`src/rtl/fetch_stage_if.sv`:
```
// Instruction-memory request/response bus between the fetch stage and imem.
// The fetch stage is the master: it issues req/addr and receives gnt/rvalid/rdata.
interface fetch_stage_if #(
  parameter int DATA_WIDTH = 32,
  parameter int PC_WIDTH   = 11
);
  logic                  o_imem_req;
  logic [PC_WIDTH-1:0]   o_imem_addr;
  logic                  i_imem_gnt;
  logic                  i_imem_rvalid;
  logic [DATA_WIDTH-1:0] i_imem_rdata;

  modport master (
    output o_imem_req, o_imem_addr,
    input  i_imem_gnt, i_imem_rvalid, i_imem_rdata
  );

  modport slave (
    input  o_imem_req, o_imem_addr,
    output i_imem_gnt, i_imem_rvalid, i_imem_rdata
  );
endinterface

```
`src/rtl/fetch_stage.sv`:
```
// Instruction fetch stage: one outstanding imem request at a time, a one-entry
// buffer for responses that arrive while decode is stalled, and the IF/ID
// pipeline register. Redirects from execute cancel in-flight work; a response
// already granted before the redirect is marked for discard.
module fetch_stage #(
  parameter int                    DATA_WIDTH = 32,
  parameter int                    PC_WIDTH   = 11,
  parameter logic [DATA_WIDTH-1:0] NOP_INSTR  = 32'h0000_0013
) (
  input  logic                  i_clk,
  input  logic                  i_rst,
  input  logic                  i_stall_d,
  input  logic                  i_flush_d,
  input  logic                  i_pcsrc_e,
  input  logic [PC_WIDTH-1:0]   i_pctarget_e,
  fetch_stage_if.master         imem,
  output logic [DATA_WIDTH-1:0] o_instr_d,
  output logic [PC_WIDTH-1:0]   o_pc_d,
  output logic [PC_WIDTH-1:0]   o_pc4_d,
  output logic                  o_fetch_busy
);

  typedef enum logic [1:0] {
    S_REQ  = 2'd0,  // request outstanding until granted
    S_WAIT = 2'd1,  // granted, waiting for rvalid
    S_HOLD = 2'd2   // response buffered, decode stalled
  } state_t;

  localparam logic [PC_WIDTH-1:0] PC_STEP = PC_WIDTH'(4);

  state_t                state_q, state_d;
  logic [PC_WIDTH-1:0]   pc_f_q, pc_f_d;
  logic [PC_WIDTH-1:0]   pc_req_q, pc_req_d;
  logic [DATA_WIDTH-1:0] buf_instr_q, buf_instr_d;
  logic                  discard_q, discard_d;
  logic [DATA_WIDTH-1:0] ifid_instr_q, ifid_instr_d;
  logic [PC_WIDTH-1:0]   ifid_pc_q, ifid_pc_d;
  logic [PC_WIDTH-1:0]   ifid_pc4_q, ifid_pc4_d;
  logic                  req_q, busy_q;

  logic [PC_WIDTH-1:0]   pc_seq;
  logic [PC_WIDTH-1:0]   redirect_pc;

  // Sequential successor of the granted fetch; wraps modulo 2^PC_WIDTH.
  assign pc_seq      = pc_req_q + PC_STEP;
  // Redirect targets are forced to word alignment.
  assign redirect_pc = i_pctarget_e & ~PC_WIDTH'(3);

  // Next-state, buffer and IF/ID selection; redirect beats flush beats stall.
  always_comb begin
    state_d      = state_q;
    pc_f_d       = pc_f_q;
    pc_req_d     = pc_req_q;
    buf_instr_d  = buf_instr_q;
    discard_d    = discard_q;
    ifid_instr_d = ifid_instr_q;
    ifid_pc_d    = ifid_pc_q;
    ifid_pc4_d   = ifid_pc4_q;

    if (i_pcsrc_e) begin
      pc_f_d       = redirect_pc;
      ifid_instr_d = NOP_INSTR;
      ifid_pc_d    = '0;
      ifid_pc4_d   = '0;
      buf_instr_d  = '0;
      // A fetch granted but not yet answered must have its response dropped.
      if ((state_q == S_WAIT && !imem.i_imem_rvalid) ||
          (state_q == S_REQ && imem.i_imem_gnt)) begin
        state_d   = S_WAIT;
        discard_d = 1'b1;
      end else begin
        state_d   = S_REQ;
        discard_d = 1'b0;
      end
    end else begin
      // Default IF/ID behaviour when nothing is delivered: bubble unless held.
      if (i_flush_d || !i_stall_d) begin
        ifid_instr_d = NOP_INSTR;
        ifid_pc_d    = '0;
        ifid_pc4_d   = '0;
      end
      case (state_q)
        S_REQ: begin
          if (imem.i_imem_gnt) begin
            pc_req_d = pc_f_q;
            state_d  = S_WAIT;
          end
        end
        S_WAIT: begin
          if (imem.i_imem_rvalid) begin
            if (discard_q) begin
              discard_d = 1'b0;
              state_d   = S_REQ;
            end else if (i_flush_d || i_stall_d) begin
              // Decode cannot take it now; park it until released.
              buf_instr_d = imem.i_imem_rdata;
              state_d     = S_HOLD;
            end else begin
              ifid_instr_d = imem.i_imem_rdata;
              ifid_pc_d    = pc_req_q;
              ifid_pc4_d   = pc_seq;
              pc_f_d       = pc_seq;
              state_d      = S_REQ;
            end
          end
        end
        S_HOLD: begin
          if (!i_flush_d && !i_stall_d) begin
            ifid_instr_d = buf_instr_q;
            ifid_pc_d    = pc_req_q;
            ifid_pc4_d   = pc_seq;
            pc_f_d       = pc_seq;
            state_d      = S_REQ;
          end
        end
        default: begin
          state_d = S_REQ;
        end
      endcase
    end
  end

  // State, datapath and registered request/busy outputs.
  always_ff @(posedge i_clk) begin
    if (i_rst) begin
      state_q      <= S_REQ;
      pc_f_q       <= '0;
      pc_req_q     <= '0;
      buf_instr_q  <= '0;
      discard_q    <= 1'b0;
      ifid_instr_q <= NOP_INSTR;
      ifid_pc_q    <= '0;
      ifid_pc4_q   <= '0;
      req_q        <= 1'b1;
      busy_q       <= 1'b0;
    end else begin
      state_q      <= state_d;
      pc_f_q       <= pc_f_d;
      pc_req_q     <= pc_req_d;
      buf_instr_q  <= buf_instr_d;
      discard_q    <= discard_d;
      ifid_instr_q <= ifid_instr_d;
      ifid_pc_q    <= ifid_pc_d;
      ifid_pc4_q   <= ifid_pc4_d;
      req_q        <= (state_d == S_REQ);
      busy_q       <= (state_d != S_REQ);
    end
  end

  assign imem.o_imem_req  = req_q;
  assign imem.o_imem_addr = pc_f_q;
  assign o_instr_d        = ifid_instr_q;
  assign o_pc_d           = ifid_pc_q;
  assign o_pc4_d          = ifid_pc4_q;
  assign o_fetch_busy     = busy_q;

endmodule

```
`src/flat_wrapper.sv`:
```
// flat-port wrapper written by rule: the top's interface ports become plain ports
module fetch_stage_flat 
#(
  parameter int                    DATA_WIDTH = 32,
  parameter int                    PC_WIDTH   = 11,
  parameter logic [DATA_WIDTH-1:0] NOP_INSTR  = 32'h0000_0013
)
  (i_clk, i_rst, i_stall_d, i_flush_d, i_pcsrc_e, i_pctarget_e, o_instr_d, o_pc_d, o_pc4_d, o_fetch_busy, imem_o_imem_req, imem_o_imem_addr, imem_i_imem_gnt, imem_i_imem_rvalid, imem_i_imem_rdata);
  fetch_stage_if #(.DATA_WIDTH(DATA_WIDTH), .PC_WIDTH(PC_WIDTH)) imem_i ();
  input  logic i_clk;
  input  logic i_rst;
  input  logic i_stall_d;
  input  logic i_flush_d;
  input  logic i_pcsrc_e;
  input  logic [PC_WIDTH-1:0] i_pctarget_e;
  output logic [DATA_WIDTH-1:0] o_instr_d;
  output logic [PC_WIDTH-1:0] o_pc_d;
  output logic [PC_WIDTH-1:0] o_pc4_d;
  output logic o_fetch_busy;
  output wire logic [$bits(imem_i.o_imem_req)-1:0] imem_o_imem_req;
  output wire logic [$bits(imem_i.o_imem_addr)-1:0] imem_o_imem_addr;
  input wire logic [$bits(imem_i.i_imem_gnt)-1:0] imem_i_imem_gnt;
  input wire logic [$bits(imem_i.i_imem_rvalid)-1:0] imem_i_imem_rvalid;
  input wire logic [$bits(imem_i.i_imem_rdata)-1:0] imem_i_imem_rdata;
  assign imem_o_imem_req = imem_i.o_imem_req;
  assign imem_o_imem_addr = imem_i.o_imem_addr;
  assign imem_i.i_imem_gnt = imem_i_imem_gnt;
  assign imem_i.i_imem_rvalid = imem_i_imem_rvalid;
  assign imem_i.i_imem_rdata = imem_i_imem_rdata;
  fetch_stage #(.DATA_WIDTH(DATA_WIDTH), .PC_WIDTH(PC_WIDTH), .NOP_INSTR(NOP_INSTR)) u_core (.i_clk(i_clk), .i_rst(i_rst), .i_stall_d(i_stall_d), .i_flush_d(i_flush_d), .i_pcsrc_e(i_pcsrc_e), .i_pctarget_e(i_pctarget_e), .imem(imem_i), .o_instr_d(o_instr_d), .o_pc_d(o_pc_d), .o_pc4_d(o_pc4_d), .o_fetch_busy(o_fetch_busy));
endmodule
```
`config.mk`:
```
export PLATFORM = sky130hd
export DESIGN_NAME = fetch_stage_flat
export DESIGN_NICKNAME = d
export VERILOG_FILES = /design/src/rtl/fetch_stage_if.sv /design/src/rtl/fetch_stage.sv /design/src/flat_wrapper.sv
export SDC_FILE = /design/constraint.sdc
export NUM_CORES = 1
export LEC_CHECK = 0
export BUFFER_PORTS_ARGS = -buffer_cell sky130_fd_sc_hd__buf_4
export CELL_PAD_IN_SITES_DETAIL_PLACEMENT = 0
export CELL_PAD_IN_SITES_GLOBAL_PLACEMENT = 1
export CORE_UTILIZATION = 42
export CTS_CLUSTER_DIAMETER = 150
export DETAILED_ROUTE_END_ITERATION = 8
export HOLD_SLACK_MARGIN = 0.08
export MAX_ROUTING_LAYER = met4
export PLACE_DENSITY = 0.83
export SLEW_MARGIN = 20
export SYNTH_ARGS = -nofsm -noshare
export SYNTH_HDL_FRONTEND = slang
export SYNTH_SLANG_ARGS = --single-unit
```
`constraint.sdc`:
```
create_clock -name i_clk -period 5.74 [get_ports i_clk]
set_input_delay 1.148 -clock i_clk [delete_from_list [all_inputs] [get_ports i_clk]]
set_output_delay 1.148 -clock i_clk [all_outputs]
set_load 0.01 [all_outputs]
```
# --- Word level (Yosys, flattened, before mapping) ---
# Index checks and enable logic that the tools add are counted.
totals:
  regBits: 113
  out_inout_bits: 67
classes:
  n_mux: 36
  n_bitwise: 2
  n_eq_ne: 10
  n_reduce_logical: 22
  add_sub_neg: 1
ops:
  columns: ["cell", "n"]
  rows:
  - ["$mux W11", 15]
  - ["$mux W32", 5]
  - ["$pmux W11 S2", 3]
  - ["$pmux W32 S2", 1]
  - ["$mux W2", 6]
  - ["$add A11 B3 Y11 const B", 1]
  - ["$reduce_and A5 Y1", 2]
  - ["$ne A3 B3 Y1 const B", 3]
  - ["$reduce_bool A2 Y1", 4]
  - ["$ne A2 B2 Y1 const B", 3]
  - ["$pmux W2 S3", 1]
  - ["$mux W1", 5]
  - ["$logic_not A2 Y1", 2]
  - ["$reduce_and A4 Y1", 1]
  - ["$logic_and A1 B1 Y1", 3]
  - ["$logic_not A1 Y1", 3]
  - ["$logic_or A1 B1 Y1", 3]
  - ["$ne A3 B2 Y1 const B", 1]
  - ["$reduce_and A3 Y1", 1]
  - ["$reduce_bool A3 Y1", 1]
  - ["$eq A2 B1 Y1 const B", 1]
  - ["$eq A2 B2 Y1 const B", 1]
  - ["$ne A2 B1 Y1 const B", 1]
  - ["$not A1 Y1", 2]
  - ["2 further kinds", 2]

# --- Logic depth before layout (Yosys ltp) ---
# Gate-level depths: netlist of the first run.
depth:
  word_depth: 7
  depth_mapped: 9

# --- Worst setup path before layout of the first run ---
# No wires, ideal clock.
synth_timing:
  kind: "input to register"
  startpoint: "in i_pcsrc_e"
  endpoint: "reg u_core.ifid_instr_q[21], in the netlist u_core.o_instr_d[21]"
  required_time_ns: 5.652
  path_stages: 8
  t_arrival_ns: 2.357
  n_path_buf: 4
  setup_slack_ns: 3.295
  path_cell_list: "buf_6 > or2_0 > buf_2 > a21oi_2 > nand3_2 > buf_6 > buf_6 > o32ai_2"
synth_between:
  elab_chain_len: 1
synth_lines:
  columns: ["element", "line", "text"]
  rows:
  - ["start: declaration", "flat_wrapper.sv:14", "input logic i_pcsrc_e;"]
  - ["$reduce_or A2 Y1 (no source line)", null, null]
  - ["end signal: assignment", "fetch_stage.sv:142", "ifid_instr_q <= ifid_instr_d;"]
  - ["end: declaration", "fetch_stage.sv:36", "logic [DATA_WIDTH-1:0] ifid_instr_q, ifid_instr_d;"]
# No other way between the ends.
# A chain may end at the register's enable or synchronous reset.

# --- Worst setup path after layout of the first run ---
layout_timing:
  startpoint: "reg u_core.state_q[1]"
  endpoint: "reg u_core.buf_instr_q[8]"
layout_between:
  elab_chain_len: 2
layout_lines:
  columns: ["element", "line", "text"]
  rows:
  - ["start: declaration", "fetch_stage.sv:31", "state_t state_q, state_d;"]
  - ["start signal: assignment", "fetch_stage.sv:137", "state_q <= state_d;"]
  - ["$eq A2 B1 Y1", "fetch_stage.sv:82", "case (state_q)"]
  - ["$reduce_and A4 Y1 (no source line)", null, null]
  - ["end signal: assignment", "fetch_stage.sv:140", "buf_instr_q <= buf_instr_d;"]
  - ["end: declaration", "fetch_stage.sv:34", "logic [DATA_WIDTH-1:0] buf_instr_q, buf_instr_d;"]
# No other way between the ends.

==> results.py, run 1 <==
metrics = {
    "logic_synthesis": {
        "synthArstFlopShare": 0,
        "synth_cell_types": 53,
        "synth.top_cell.area_share": 0.471,
        "synth_nets": 620,
        "seq_area_frac_synth": 0.471,
        "synth_edf_count": 0,
        "ys_top_cells_by_area": "dfxtp_1, a21oi_1, nand2_1",
        "yosysWarnings": 0,
        "synth_flop_cell": "dfxtp_1",
        "syn_area_um2": 4800,
        "synth_top_area_cell": "dfxtp_1",
        "synthCells": 565,
        "yosys_register_bits": 113,
        "syn_avg_cell_area_um2": 8.50,
    },
    "clocking": {
        "cts_root_buf": "clkbuf_16",
        "cts_buffer_depth": 2,
        "cts.htree.levels": 4,
        "cts_repair_resize_count": 0,
        "cts_tree": "built",
        "clkTransAtPathRegs_ps": 50,
        "holdBufCountCts": 0,
        "cts.sinks": 113,
        "cts_setup_buffers": 0,
        "cts_buffers": 17,
        "worstSkewPairLatency_ps": 410,
    },
    "route": {
        "drcViolationCount": 0,
        "dr.pass1.iters": 4,
        "detail-route-antenna-nets": 0,
        "wire_per_inst_um": 15.9,
        "drt-initial-drc-count": 277,
        "routed_wl_mm": 12.9,
        "vias": 4393,
        "routed_via_density": 5.42,
    },
    "floorplan": {
        "die_area_um2": 11900,
        "start_util": 0.437,
        "ioPinCount": 117,
        "die_x_um": 109,
        "num_rows": 38,
        "die_height_um": 109,
        "core_um2": 11000,
    },
    "finish": {
        "area_delta_synth_final_pct": 29.3,
        "final_cells": 811,
        "layout_common_cells": "buf_4, dfxtp_1, a21oi_1",
        "design_area_um2": 6210,
        "fill_cells": 1025,
        "nNetsFinal": 715,
        "drive_gt1_frac": 0.244,
        "antenna_cells": 0,
        "layout_commonest_cell": "buf_4",
    },
    "placement": {
        "place_area_um2": 5670,
        "placed_cells": 781,
        "gp_congestion": 0.810,
        "port_buffers": 114,
        "dp_hpwl_mm": 8.51,
    },
    "timing": {
        "slew_violations": 0,
        "fmax_mhz": 344,
        "period_share": 0.506,
        "tightestPinTransition_ps": 885,
        "maxSlewHeadroom": 0.408,
        "finalClockSkew_ps": 7.43,
        "setup_violations": 0,
        "hold_viol": 0,
        "final.setup.tns_ps": 0,
        "fin_hold_ws_ps": 451,
        "rsz0062_at_grt": "no",
        "finalCriticalPeriod_ps": 2900,
    },
    "job": {
        "cap_viol_max_count": 0,
    },
    "power": {
        "peakVddDrop_v": 0.000133,
        "p_leak_nw": 2.26,
        "p_per_area_nw_per_um2": 312,
    },
    "global_route": {
        "grt_pass1_wl_mm": 20.1,
        "grt_pass1_vias": 4032,
        "antenna_found_initial": 0,
        "overflow": 0,
        "grt_start_max_net_pins": 41,
        "grt_usage": 0.229,
    },
    "hold_path": {
        "hold_class": "register to register",
    },
    "status": {
        "outcome": "complete, no violations",
    },
    "critical_path": {
        "cp-end-kind": "register",
        "worst_ep_required_time_ps": 6070,
        "cp_data_arrival_time_ps": 3230,
        "start_kind": "register",
        "critical_path_class": "register to register",
        "cp_max_fo": 22,
    },
}
## cell families (layout without fill, tap and decap cells)
group / Yosys count / after routing / synth area share
AOI/OAI and AO/OA: 189 / 189 / 0.266
and+or+nand+nor: 168 / 168 / 0.157
DFF: 113 / 113 / 0.471
buffers and inverters: 80 / 186 / 0.0730
xor gates and xnor gates: 7 / 7 / 0.0128
adders and majority gates: 5 / 5 / 0.0130
muxes: 3 / 3 / 0.00626
## flip-flops by register name (all words and copies together), names as in the netlist
signal                   flops
u_core.o_pc4_d              11
u_core.o_fetch_busy          1
u_core.imem.o_imem_req       1
u_core.state_q               2
u_core.buf_instr_q          32
u_core.o_instr_d            32
u_core.pc_req_q             11
u_core.o_pc_d               11
u_core.discard_q             1
u_core.imem.o_imem_addr     11
## metrics by stage
stage	worst slack (ps)	utilization	total power (W)
6_report	2840	0.565	0.00194
5_1_grt	2540	0.565	0.00202
4_1_cts	2850	0.565	0.00195
3_5_place_dp	2510	0.516	0.000997
3_3_place_gp	2520	0.516	0.000993
2_1_floorplan	3290	-	0.000927
## where the power goes
group          internal (W)  switching (W)
sequential         0.000800      0.0000107
combinational     0.0000666       0.000105
clock              0.000620       0.000337
## final timing paths
check / startpoint / to / slack, ps / depth (start not counted)
max: u_core.state_q[1]$_SDFF_PP0_ / u_core.buf_instr_q[8]$_SDFFE_PP0P_ / 2840 / 8
min: u_core.buf_instr_q[19]$_SDFFE_PP0P_ / u_core.buf_instr_q[19]$_SDFFE_PP0P_ / 450 / 2
max reg2reg: u_core.state_q[1]$_SDFF_PP0_ / u_core.buf_instr_q[8]$_SDFFE_PP0P_ / 2840 / 8
min reg2reg: u_core.buf_instr_q[19]$_SDFFE_PP0P_ / u_core.buf_instr_q[19]$_SDFFE_PP0P_ / 450 / 2
## worst max-delay path, cell delays in order, from the launching register on
cell     delay, ps
dfxtp_1        330
inv_1          100
ha_1           420
and3b_1        580
buf_4          380
and2_1         450
buf_4          340
nand2_1         80
a21oi_1        130
## synthesized netlist by cell type (5+ instances only)
cell type / instances
ha_1: 5
a21oi_1: 105
o221ai_1: 5
buf_2: 10
o21ai_0: 9
o32ai_1: 19
buf_1: 6
nand2b_1: 5
clkbuf_1: 24
inv_1: 35
o211ai_1: 5
nand2_1: 102
a22oi_1: 13
dfxtp_1: 113
nor2_1: 27
o32ai_2: 10
or4b_1: 7
buf_6: 5
nand3_1: 7
## layout make-up
| cell class | instances | area (um2) | area share |
|---|---|---|---|
| clock buffers | 24 | 482 | 0.0776 |
| clock inverters | 6 | 57.6 | 0.00927 |
| inverters | 35 | 131 | 0.0212 |
| multi-input cells | 372 | 2190 | 0.353 |
| flip-flops and latches | 113 | 2260 | 0.364 |
| well taps | 140 | 175 | 0.0282 |
| repair buffers | 121 | 908 | 0.146 |
## per-layer routing
| layer | part of all wire | track usage |
|---|---|---|
| met4 | 0.011 | 0.0830 |
| met2 | 0.48 | 0.345 |
| met1 | 0.45 | 0.293 |
| met3 | 0.058 | 0.0604 |
| met5 | 0 | - |
Power figures use the tool's default switching activity.
==> inputs of run 2 (changes only) <==
--- a/config.mk
+++ b/config.mk
@@ -8,12 +8,12 @@
 export BUFFER_PORTS_ARGS = -buffer_cell sky130_fd_sc_hd__buf_4
 export CELL_PAD_IN_SITES_DETAIL_PLACEMENT = 0
 export CELL_PAD_IN_SITES_GLOBAL_PLACEMENT = 1
-export CORE_UTILIZATION = 42
+export CORE_UTILIZATION = 39
 export CTS_CLUSTER_DIAMETER = 150
 export DETAILED_ROUTE_END_ITERATION = 8
 export HOLD_SLACK_MARGIN = 0.08
 export MAX_ROUTING_LAYER = met4
-export PLACE_DENSITY = 0.83
+export PLACE_DENSITY = 0.78
 export SLEW_MARGIN = 20
 export SYNTH_ARGS = -nofsm -noshare
 export SYNTH_HDL_FRONTEND = slang
==> constraint.sdc (replaced) <==
create_clock -name i_clk -period 3.03 [get_ports i_clk]
set_input_delay 0.606 -clock i_clk [delete_from_list [all_inputs] [get_ports i_clk]]
set_output_delay 0.606 -clock i_clk [all_outputs]
set_load 0.01 [all_outputs]
==> run 2 against run 1 <==
Compared with the run above: first-iteration DRC count decreased by 21%; register-to-register slack worse by 2200 ps; via count up 0.55%; global-route usage fell by 0.95 points; wire length increased by 1.9%; die area rose by 7.5%; total power increased by 100%; sequential power grew 89%; largest cell class unchanged; clock power grew 120%; non-clock buffer count up 8; highest routed layer unchanged; critical path depth did not move; largest power group unchanged.
==> results.py, run 2 (synthesis gave the netlist of run 1 again) <==
metrics = {
    "global_route": {
        "met2_usage": 0.346,
        "grt_usage": 0.219,
        "met3_usage": 0.0573,
        "grt_pass1_vias": 4239,
        "grt_pass1_wl_mm": 21.3,
        "grt.busiest_layer": "met2",
        "antenna_found_initial": 0,
        "met1_usage": 0.276,
        "grt_start_max_net_pins": 31,
        "overflow": 0,
    },
    "timing": {
        "maxSlewHeadroom": 0.475,
        "fmax_mhz": 411,
        "hold_viol": 0,
        "finalClockSkew_ps": 5.58,
        "final.setup.tns_ps": 0,
        "finalCriticalPeriod_ps": 2440,
        "tightestPinTransition_ps": 785,
        "setup_violations": 0,
        "period_share": 0.804,
        "slew_violations": 0,
        "rsz0062_at_grt": "no",
        "setup_ws_ps": 595,
    },
    "finish": {
        "layout_common_cells": "buf_4, dfxtp_1, a21oi_1",
        "drive_gt1_frac": 0.260,
        "area_delta_synth_final_pct": 32.6,
        "nNetsFinal": 723,
        "layout_commonest_cell": "buf_4",
        "antenna_cells": 0,
    },
    "critical_path": {
        "path_buf_inv": 3,
        "path_cells": "inv_1 > ha_1 > and3b_1 > buf_4 > and2_1 > buf_4 > nand2_1 > a21oi_1",
        "start_kind": "register",
        "critPathTopFamily": "simple AND/OR/NAND/NOR gates",
        "max_stage_delay_ps": 400,
        "cp_max_fo": 29,
        "critical_path_class": "register to register",
        "cpMaxStageDelayCell": "ha_1",
        "reg2reg_from": "u_core.state_q[1]$_SDFF_PP0_",
        "worstRegToRegCells": 8,
        "crit-reg2reg-capture": "u_core.buf_instr_q[27]$_SDFFE_PP0P_",
        "cp_data_arrival_time_ps": 2770,
        "cp-end-kind": "register",
        "rrSetupSlack_ps": 590,
        "path_common_cell": "buf_4",
        "worst_ep_required_time_ps": 3370,
    },
    "hold_path": {
        "hold_class": "input port to register",
        "whs_endpoint": "u_core.o_pc_d[0]$_SDFF_PP0_",
        "holdCritStartpoint": "i_flush_d",
        "min_path_cells": 2,
    },
    "route": {
        "routed_wl_mm": 13.2,
        "dr.pass1.iters": 5,
        "wire_per_inst_um": 15.9,
        "detail-route-antenna-nets": 0,
        "routed_via_density": 5.33,
        "vias": 4417,
        "drt-initial-drc-count": 220,
        "drcViolationCount": 0,
    },
    "power": {
        "p_per_area_nw_per_um2": 623,
        "peakVddDrop_v": 0.000327,
        "p_leak_nw": 2.32,
    },
    "clocking": {
        "cts_root_buf": "clkbuf_16",
        "cts_setup_buffers": 0,
        "cts.sinks": 113,
        "clkTransAtPathRegs_ps": 50,
        "cts.htree.levels": 4,
        "cts_repair_resize_count": 0,
        "cts_buffers": 17,
        "worstSkewPairLatency_ps": 410,
        "holdBufCountCts": 0,
        "cts_buffer_depth": 2,
        "cts_tree": "built",
    },
    "placement": {
        "place_ws_ps": 580,
        "dp_hpwl_mm": 9.07,
        "gp_congestion": 0.789,
        "port_buffers": 114,
    },
    "status": {
        "outcome": "complete, no violations",
    },
    "floorplan": {
        "die_area_um2": 12800,
        "num_rows": 40,
        "die_x_um": 113,
        "core_um2": 12000,
        "ioPinCount": 117,
        "start_util": 0.400,
        "die_height_um": 113,
    },
    "job": {
        "cap_viol_max_count": 0,
    },
}
-- run 2: cell types whose count changed in the layout (fill, tap and decap cells not counted), sizes merged --
cell | previous run | this run
clkbuf | 24 | 18
buf | 121 | 129
clkinvlp | 1 | 6
bufinv | 1 | 4
-- run 2: worst max path at each step --
| stage | startpoint | end | slack (ps) | depth (start not counted) |
|---|---|---|---|---|
| final | u_core.state_q[1]$_SDFF_PP0_ | u_core.buf_instr_q[27]$_SDFFE_PP0P_ | 590 | 8 |
| after global routing | u_core.state_q[1]$_SDFF_PP0_ | u_core.buf_instr_q[3]$_SDFFE_PP0P_ | 390 | 8 |
| after CTS | u_core.state_q[1]$_SDFF_PP0_ | u_core.buf_instr_q[27]$_SDFFE_PP0P_ | 550 | 8 |
| after detailed placement | u_core.state_q[1]$_SDFF_PP0_ | u_core.buf_instr_q[14]$_SDFFE_PP0P_ | 580 | 8 |
| after global placement | u_core.state_q[1]$_SDFF_PP0_ | u_core.buf_instr_q[14]$_SDFFE_PP0P_ | 670 | 8 |
| after floorplan | i_pcsrc_e | u_core.o_instr_d[21]$_SDFF_PP0_ | 1130 | 8 |
-- run 2: power breakdown --
part           total [W]  switching [W]  leakage (nW)  internal (W)
combinational   0.000335       0.000202          1.12      0.000133
sequential       0.00153      0.0000202         0.914       0.00151
clock            0.00210       0.000704         0.290       0.00139
total            0.00396       0.000926          2.32       0.00304
-- run 2: area by class of cell --
class,count,area (um2)
Tap cell,147,184
Inverter,35,131
Fill cell,1141,5650
Timing Repair Buffer,129,968
Sequential cell,113,2260
Clock inverter,14,189
Clock buffer,18,439
Multi-Input combinational cell,372,2190
-- run 2: per-layer routing --
layer	part of all wire	vias to the layer above
li1	-	2199
met1	0.46	2061
met2	0.48	143
met3	0.052	14
met4	0.0093	0
met5	0	-
-- run 2: worst register-to-register path, stage by stage (launching register included) --
cell and delay [ps]:
dfxtp_1 330, inv_1 100, ha_1 410, and3b_1 360
buf_4 270, and2_1 290, buf_4 360, nand2_1 120
a21oi_1 130
-- run 2: per-stage QoR --
stage                     hold WS (ps)   util  cells  instance area (um2)  total power, W
after floorplan                    433      -    565                 4800         0.00176
after global placement             441  0.478    796                 5740         0.00189
after detailed placement           446  0.478    796                 5740         0.00190
after CTS                          426  0.530    828                 6360         0.00400
after global routing               438  0.530    828                 6360         0.00410
final                              446  0.530    828                 6360         0.00396
